==> src/rtl/i2s_tx_scheduler.sv <==
// i2s_tx_scheduler: I2S DAC clock generation and right-justified stereo serializer with one-entry sample buffer.
module i2s_tx_scheduler #(
  parameter int SAMPLE_WIDTH = 24,
  parameter int SLOT_BITS    = 32,
  parameter int BCLK_HALF    = 4,
  parameter int MCLK_HALF    = 1
) (
  input  logic                    clk,
  input  logic                    rstn,
  input  logic                    enable,
  input  logic [SAMPLE_WIDTH-1:0] sample_left,
  input  logic [SAMPLE_WIDTH-1:0] sample_right,
  input  logic                    sample_valid,
  output logic                    sample_ready,
  output logic                    frame_start,
  output logic                    underrun,
  output logic [15:0]             underrun_count,
  output logic                    dac_sys_clk,
  output logic                    dac_bit_clk,
  output logic                    dac_lr_clk,
  output logic                    dac_data
);
  localparam int CW  = $clog2(2*BCLK_HALF);
  localparam int SLW = $clog2(2*SLOT_BITS);
  localparam int MW  = $clog2(MCLK_HALF+1);
  localparam int IW  = $clog2(SAMPLE_WIDTH);
  localparam logic [CW-1:0]  CNT_LAST  = CW'(2*BCLK_HALF-1);
  localparam logic [CW-1:0]  BH_L      = CW'(BCLK_HALF);
  localparam logic [SLW-1:0] SLOT_LAST = SLW'(2*SLOT_BITS-1);
  localparam logic [SLW-1:0] SB_L      = SLW'(SLOT_BITS);
  localparam logic [SLW-1:0] PAD       = SLW'(SLOT_BITS-SAMPLE_WIDTH);
  localparam logic [MW-1:0]  M_LAST    = MW'(MCLK_HALF-1);

  typedef enum logic [1:0] {IDLE, RUN, DRAIN} state_t;

  state_t                  state, state_n;
  logic [CW-1:0]           cnt, cnt_n;
  logic [SLW-1:0]          slot, slot_n, half;
  logic [MW-1:0]           mcnt;
  logic [IW-1:0]           idx;
  logic [SAMPLE_WIDTH-1:0] buf_l, buf_r, sh_l, sh_r, ld_l, ld_r, src;
  logic                    wrap, fs, xfer, active_n;

  // Outputs are registered from the next position so they line up with the counters.
  always_comb begin
    wrap     = state == IDLE || (cnt == CNT_LAST && slot == SLOT_LAST);
    fs       = wrap && enable;
    xfer     = sample_valid && sample_ready;
    state_n  = enable ? RUN : wrap ? IDLE : DRAIN;
    cnt_n    = wrap || cnt == CNT_LAST ? '0 : cnt + 1'b1;
    slot_n   = wrap ? '0 : cnt == CNT_LAST ? slot + 1'b1 : slot;
    active_n = state_n != IDLE;
    ld_l     = sample_ready ? '0 : buf_l;
    ld_r     = sample_ready ? '0 : buf_r;
    src      = slot_n >= SB_L ? (fs ? ld_r : sh_r) : (fs ? ld_l : sh_l);
    half     = slot_n >= SB_L ? slot_n - SB_L : slot_n;
    idx      = half < PAD ? IW'(SAMPLE_WIDTH-1) : IW'(SB_L - 1'b1 - half);
  end

  always_ff @(posedge clk or negedge rstn) begin
    if (!rstn) begin
      state          <= IDLE;
      cnt            <= '0;
      slot           <= '0;
      mcnt           <= '0;
      buf_l          <= '0;
      buf_r          <= '0;
      sh_l           <= '0;
      sh_r           <= '0;
      sample_ready   <= 1'b1;
      frame_start    <= 1'b0;
      underrun       <= 1'b0;
      underrun_count <= '0;
      dac_sys_clk    <= 1'b0;
      dac_bit_clk    <= 1'b0;
      dac_lr_clk     <= 1'b0;
      dac_data       <= 1'b0;
    end else begin
      state        <= state_n;
      cnt          <= cnt_n;
      slot         <= slot_n;
      mcnt         <= mcnt == M_LAST ? '0 : mcnt + 1'b1;
      dac_sys_clk  <= mcnt == M_LAST ? ~dac_sys_clk : dac_sys_clk;
      frame_start  <= fs;
      underrun     <= fs && sample_ready;
      sample_ready <= xfer ? 1'b0 : sample_ready | fs;
      dac_bit_clk  <= active_n && cnt_n >= BH_L;
      dac_lr_clk   <= active_n && slot_n < SB_L;
      dac_data     <= active_n && src[idx];
      if (fs && sample_ready && underrun_count != 16'hFFFF)
        underrun_count <= underrun_count + 1'b1;
      if (fs) begin
        sh_l <= ld_l;
        sh_r <= ld_r;
      end
      if (xfer) begin
        buf_l <= sample_left;
        buf_r <= sample_right;
      end
    end
  end
endmodule

==> config.mk <==
export PLATFORM = sky130hd
export DESIGN_NAME = i2s_tx_scheduler
export DESIGN_NICKNAME = d
export VERILOG_FILES = /design/src/rtl/i2s_tx_scheduler.sv
export SDC_FILE = /design/constraint.sdc
export NUM_CORES = 1
export LEC_CHECK = 0
export ABC_AREA = 1
export BUFFER_PORTS_ARGS = -buffer_cell sky130_fd_sc_hd__buf_2
export CORE_ASPECT_RATIO = 0.8
export CORE_UTILIZATION = 35
export CTS_BUF_LIST = sky130_fd_sc_hd__clkbuf_4
export CTS_CLUSTER_DIAMETER = 40
export CTS_CLUSTER_SIZE = 30
export DETAILED_ROUTE_END_ITERATION = 12
export GPL_TIMING_DRIVEN = 1
export PLACE_DENSITY = 0.62
export SLEW_MARGIN = 40
export SYNTH_ARGS = -nofsm -noshare
export SYNTH_HDL_FRONTEND = slang
export SYNTH_SLANG_ARGS = --single-unit
==> constraint.sdc <==
create_clock -name clk -period 2.1 [get_ports clk]
set_input_delay 0.105 -clock clk [delete_from_list [all_inputs] [get_ports clk]]
set_output_delay 0.105 -clock clk [all_outputs]
set_load 0.005 [all_outputs]
Word level (Yosys, flattened, before mapping)
Cells that the tools add are included.
{"block": "totals", "register_bits": 131, "out_inout_bits": 23, "elab_cells": 60}
{"block": "op_classes", "n_addsub": 6, "n_lt_le_gt_ge": 5, "n_eq_ne": 3, "muxes": 16, "n_bitwise": 2, "n_reduce_logical": 12}
{"op": "two-way mux 24 bit", "count": 5}
{"op": "two-way mux 6 bit", "count": 3}
{"op": "adder 16 x 1 -> 16 bit (second input constant)", "count": 1}
{"op": "!= test 16 bit (second input constant)", "count": 1}
{"op": "logical AND 1 bit", "count": 8}
{"op": "adder 6 x 1 -> 6 bit (second input constant)", "count": 1}
{"op": "equality test 6 bit (second input constant)", "count": 1}
{"op": ">= comparator 6 bit (second input constant)", "count": 1}
{"op": "less-than comparator 5 x 6 -> 1 bit (second input constant)", "count": 1}
{"op": "less-than comparator 6 x 4 -> 1 bit (second input constant)", "count": 1}
{"op": "less-than comparator 6 bit (second input constant)", "count": 1}
{"op": "subtractor 6 bit (second input constant)", "count": 1}
{"op": "binary-select mux 1 bit (select 5 bit)", "count": 1}
{"op": "two-way mux 5 bit", "count": 1}
{"op": "subtractor 5 bit (first input constant)", "count": 1}
{"op": "two-way mux 2 bit", "count": 2}
{"op": "adder 3 x 1 -> 3 bit (second input constant)", "count": 1}
{"op": "equality test 3 bit (second input constant)", "count": 1}
{"op": ">= comparator 3 bit (second input constant)", "count": 1}
{"op": "two-way mux 1 bit", "count": 3}
{"op": "two-way mux 3 bit", "count": 1}
{"op": "logical NOT 2 bit", "count": 1}
{"op": "logical OR 1 bit", "count": 2}
{"op": "nonzero test 2 bit", "count": 1}
{"op": "other kinds (3)", "count": 3}

Logic depth before layout (Yosys ltp)
{"block": "depth", "word_depth": 11, "depth_mapped": 20}

Least setup slack after synthesis
Ideal clock, no wire load.
{"block": "synth_timing", "path_kind": "register to register", "startpoint": "register cnt[0]", "endpoint": "register dac_data", "setup_ps": 113, "arrival_ps": 2107, "required_ps": 1987, "setup_slack_ps": -120, "stages_incl_launch_ff": 18, "n_path_buf": 1, "synth_period_minus_slack_ps": 2220, "path_cell_list": "dfrtp_1 -> ha_1 -> ha_1 -> nand3_1 -> nor2_1 -> nor2_1 -> nand3_1 -> nand2_1 -> nand2_1 -> inv_1 -> buf_4 -> nand3_1 -> nand3_1 -> nand3_1 -> nand3_1 -> nand2_1 -> nand2_1 -> inv_1"}
{"block": "synth_between", "elab_chain_cells": 11, "word_cells_on_any_way": 21}
{"item": "from (decl)", "line": "37", "source": "logic [CW-1:0] cnt, cnt_n;"}
{"item": "from (signal assigned)", "line": "80", "source": "cnt <= cnt_n;"}
{"item": "equality test 3 bit *", "line": "46, 51"}
{"item": "logical AND 1 bit", "line": "46", "source": "wrap = state == IDLE || (cnt == CNT_LAST && slot == SLOT_LAST);"}
{"item": "logical OR 1 bit", "line": "46"}
{"item": "two-way mux 6 bit", "line": "51", "source": "slot_n = wrap ? '0 : cnt == CNT_LAST ? slot + 1'b1 : slot;"}
{"item": "subtractor 6 bit or >= comparator 6 bit (tied branches)", "line": "56, 55"}
{"item": "two-way mux 6 bit", "line": "56", "source": "half = slot_n >= SB_L ? slot_n - SB_L : slot_n;"}
{"item": "subtractor 5 bit or less-than comparator 6 x 4 -> 1 bit (tied branches)", "line": "57", "source": "idx = half < PAD ? IW'(SAMPLE_WIDTH-1) : IW'(SB_L - 1'b1 - half);"}
{"item": "two-way mux 5 bit", "line": "57"}
{"item": "binary-select mux 1 bit (select 5 bit)", "line": "89", "source": "dac_data <= active_n && src[idx];"}
{"item": "two-way mux 1 bit (implied by the code)", "line": "89"}
{"item": "logical AND 1 bit *", "line": "89"}
{"item": "to (signal assigned)", "line": "89"}
{"item": "to (decl)", "line": "21", "source": "output logic dac_data"}
Mark *: on every way between the ends. The rest lies on a longest branch, timed or not. The select of a mux whose other input is x is not followed.
A chain may end at the register's enable or synchronous reset.

Worst setup path after layout
Same ends and word-level chain as after synthesis.

==> impl_metrics.tcl <==
set metrics [dict create \
    status "finished with violations" \
    violations "setup timing" \
    h-tree-depth 4 \
    final_common_cell "nand2_1" \
    hold_slack_ns 0.0186 \
    synth_cells 718 \
    avgRoutedWirePerCell_um 12.8 \
    hold_viol 0 \
    max_freq_ghz 0.432 \
    cts_tree "yes" \
    drt_iter0_markers 187 \
    fin_util_pct 49.5 \
    drive_above_1_share_pct 29.3 \
    syn_nets 774 \
    routed_wl_um 14600 \
    antenna_found_initial 0 \
    place_area_mm2 0.00703 \
    critPathKind "reg -> reg" \
    critPathLaunch "cnt[0]" \
    vias_per_cell 4.54 \
    die_w_um 149 \
    portBuffers 74 \
    path_max_fanout 6 \
    place_congestion 0.846 \
    yosys_register_bits 130 \
    min_path_type "in -> async" \
    irDropWorstVdd_mv 0.452 \
    drv_cap 0 \
    antenna_cells 0 \
    synth.avg_cell_area_um2 8.48 \
    syn_to_final_growth_pct 36.3 \
    setup_violations 14 \
    crit_arrival_ns 2.76 \
    cts_made_buffers 17 \
    r2r_end "dac_data" \
    final_cell_mix "nand2_1 (181), dfrtp_1 (129), inv_1 (102), buf_2 (73), nor2_1 (60)" \
    cts_num_sinks 130 \
    startpoint_type "register" \
    overflow 0 \
    synth-seq-area-share_pct 53.5 \
    syn-cell-area_mm2 0.00609 \
    rsz0062_at_grt "true" \
    slew_headroom_pct 67.7 \
    drc_errors 0 \
    dp_slack_ns -0.197 \
    io_pins 75 \
    pwr_density_cell_mw_per_mm2 961 \
    yosysWarningCount 0 \
    crit_path_end_kind "register" \
    cp.required_ns 2.55 \
    first_pass_iters 4 \
    grt_util_all_layers_pct 17.7 \
    period_share_pct 110 \
    coreArea_mm2 0.0168 \
    cts.clk_slew.worst_paths_ns 0.13 \
    nNetsFinal 961 \
    r2r-start "cnt[0]" \
    hpwl_um 9410 \
    die_y_um 120 \
    clockRootBuffer "clkbuf_4" \
    grt_pass1_vias 5165 \
    layout_setup_ws_ns -0.217 \
    die-area_mm2 0.0179 \
    grt_pass1_wl_um 24700 \
    reg2regPathDepth 20 \
    postRouteAntennaNets 0 \
    yosysUniqueCellTypes 33 \
    clkLatencyLatePin_ns 0.56 \
    fin_crit_ns 2.32 \
    p_leak_nw 4.43 \
    final_cell_area_mm2 0.00829 \
    worstMarginPinSlew_ns 0.484 \
    worst_clock_skew_ns 0.0230 \
    vias 5169 \
    reg2reg_slack_ns -0.22 \
    initial_core_util_pct 36.3 \
    row_count 42 \
    clock_path_buffers 2 \
    grt_max_degree 68 \
    drv_slew 0 \
    fillers 1577 \
]
==> routing by layer <==
metal	vias to the layer above	part of all wire [%]	global-route usage (%)
li1	2600	-	-
met3	23	5.5	4.49
met1	2421	48	24.0
met4	0	1.8	7.59
met5	-	0	0
met2	125	45	26.6
==> worst max-delay path: stages, from the launching register on <==
cell and delay (ns):
dfrtp_1 0.40, ha_4 0.15, ha_4 0.16, buf_6 0.11
nand2_4 0.05, nor2_4 0.09, nand3_1 0.08, nand2_1 0.08
inv_1 0.07, nor2_4 0.17, buf_6 0.13, buf_16 0.12
nand2_2 0.05, nand2_2 0.08, nand2_1 0.07, nand3_2 0.08
nand3_2 0.07, nand3_1 0.08, nand3_1 0.06, nand2_1 0.07
inv_1 0.03
==> state kept, by name, indices dropped and copies added (netlist names), 2 cells and up <==
signal          flops
buf_l              24
buf_r              24
cnt                 3
sh_l               24
sh_r               24
slot                6
state               2
underrun_count     16
==> timing repair <==
action / 4_1_cts / 5_1_grt
resized for setup: 43 / 39
pin swaps: 26 / 21
buffers inserted: 13 / 8
endpoints found under the setup margin: 12 / 19
hold buffers: 52 / 1
endpoints found under the hold margin: 181 / 1
cloned: 4 / 0
==> through the flow <==
stage                     TNS (ns)  total power, W  std cells
after floorplan                  0         0.00541        718
after global placement      -0.816         0.00615       1031
after detailed placement     -1.54         0.00623       1031
after CTS                    -1.50         0.00798       1132
after global routing         -4.07         0.00866       1138
final                        -1.52         0.00797       1138
==> synth_stat cells, drive strengths merged <==
cell type	n	area share [%]
nand2	206	13
dfrtp	129	53
inv	110	6.8
nor2	70	4.8
nand3	50	4.2
o21ai	31	2.5
mux2	26	4.8
a21oi	25	2.1
buf	19	2.0
clkbuf	11	0.68
nand3b	10	1.2
xnor2	7	1.0
nand4	5	0.76
xor2	5	0.72
ha	4	0.82
nor3	4	0.51
or2	2	0.21
a21boi	1	0.12
a31oi	1	0.10
dfstp	1	0.43
mux2i	1	0.16
==> area by class of cell <==
type / instances / area [um^2] / share of cell area (%)
repair buffers: 197 / 1600 / 19.3
inverters: 110 / 424 / 5.11
repair inverters: 1 / 7.51 / 0.0905
flip-flops and latches: 130 / 3250 / 39.2
clock buffers: 21 / 158 / 1.90
multi-input cells: 448 / 2480 / 29.9
well taps: 220 / 275 / 3.32
clock inverters: 11 / 90.1 / 1.09
==> cells by family (layout without fill, tap and decap cells) <==
family | count (synthesis) | count (layout) | share of synthesized area, %
fa+ha+maj | 4 | 4 | 0.822
compound gates | 58 | 58 | 4.83
flops | 130 | 130 | 53.5
xor+xnor | 12 | 12 | 1.73
buf+inv | 140 | 340 | 9.46
mux | 27 | 27 | 4.98
simple gates | 347 | 347 | 24.7
==> power by group <==
part           internal [W]  leakage (nW)  total (W)  switching [W]
clock network      0.000625         0.136    0.00156       0.000938
registers           0.00340          1.55    0.00377       0.000367
logic               0.00120          2.74    0.00264        0.00144
==> how the worst max path moves through the flow <==
stage | to | slack, ns | cells after the start
2_1_floorplan | dac_data | 0.006 | 20
3_3_place_gp | dac_data | -0.19 | 17
3_5_place_dp | underrun_count[15] | -0.20 | 16
4_1_cts | underrun_count[15] | -0.20 | 16
5_1_grt | dac_data | -0.40 | 20
6_report | dac_data | -0.22 | 20
Power figures use the tool's default switching activity.
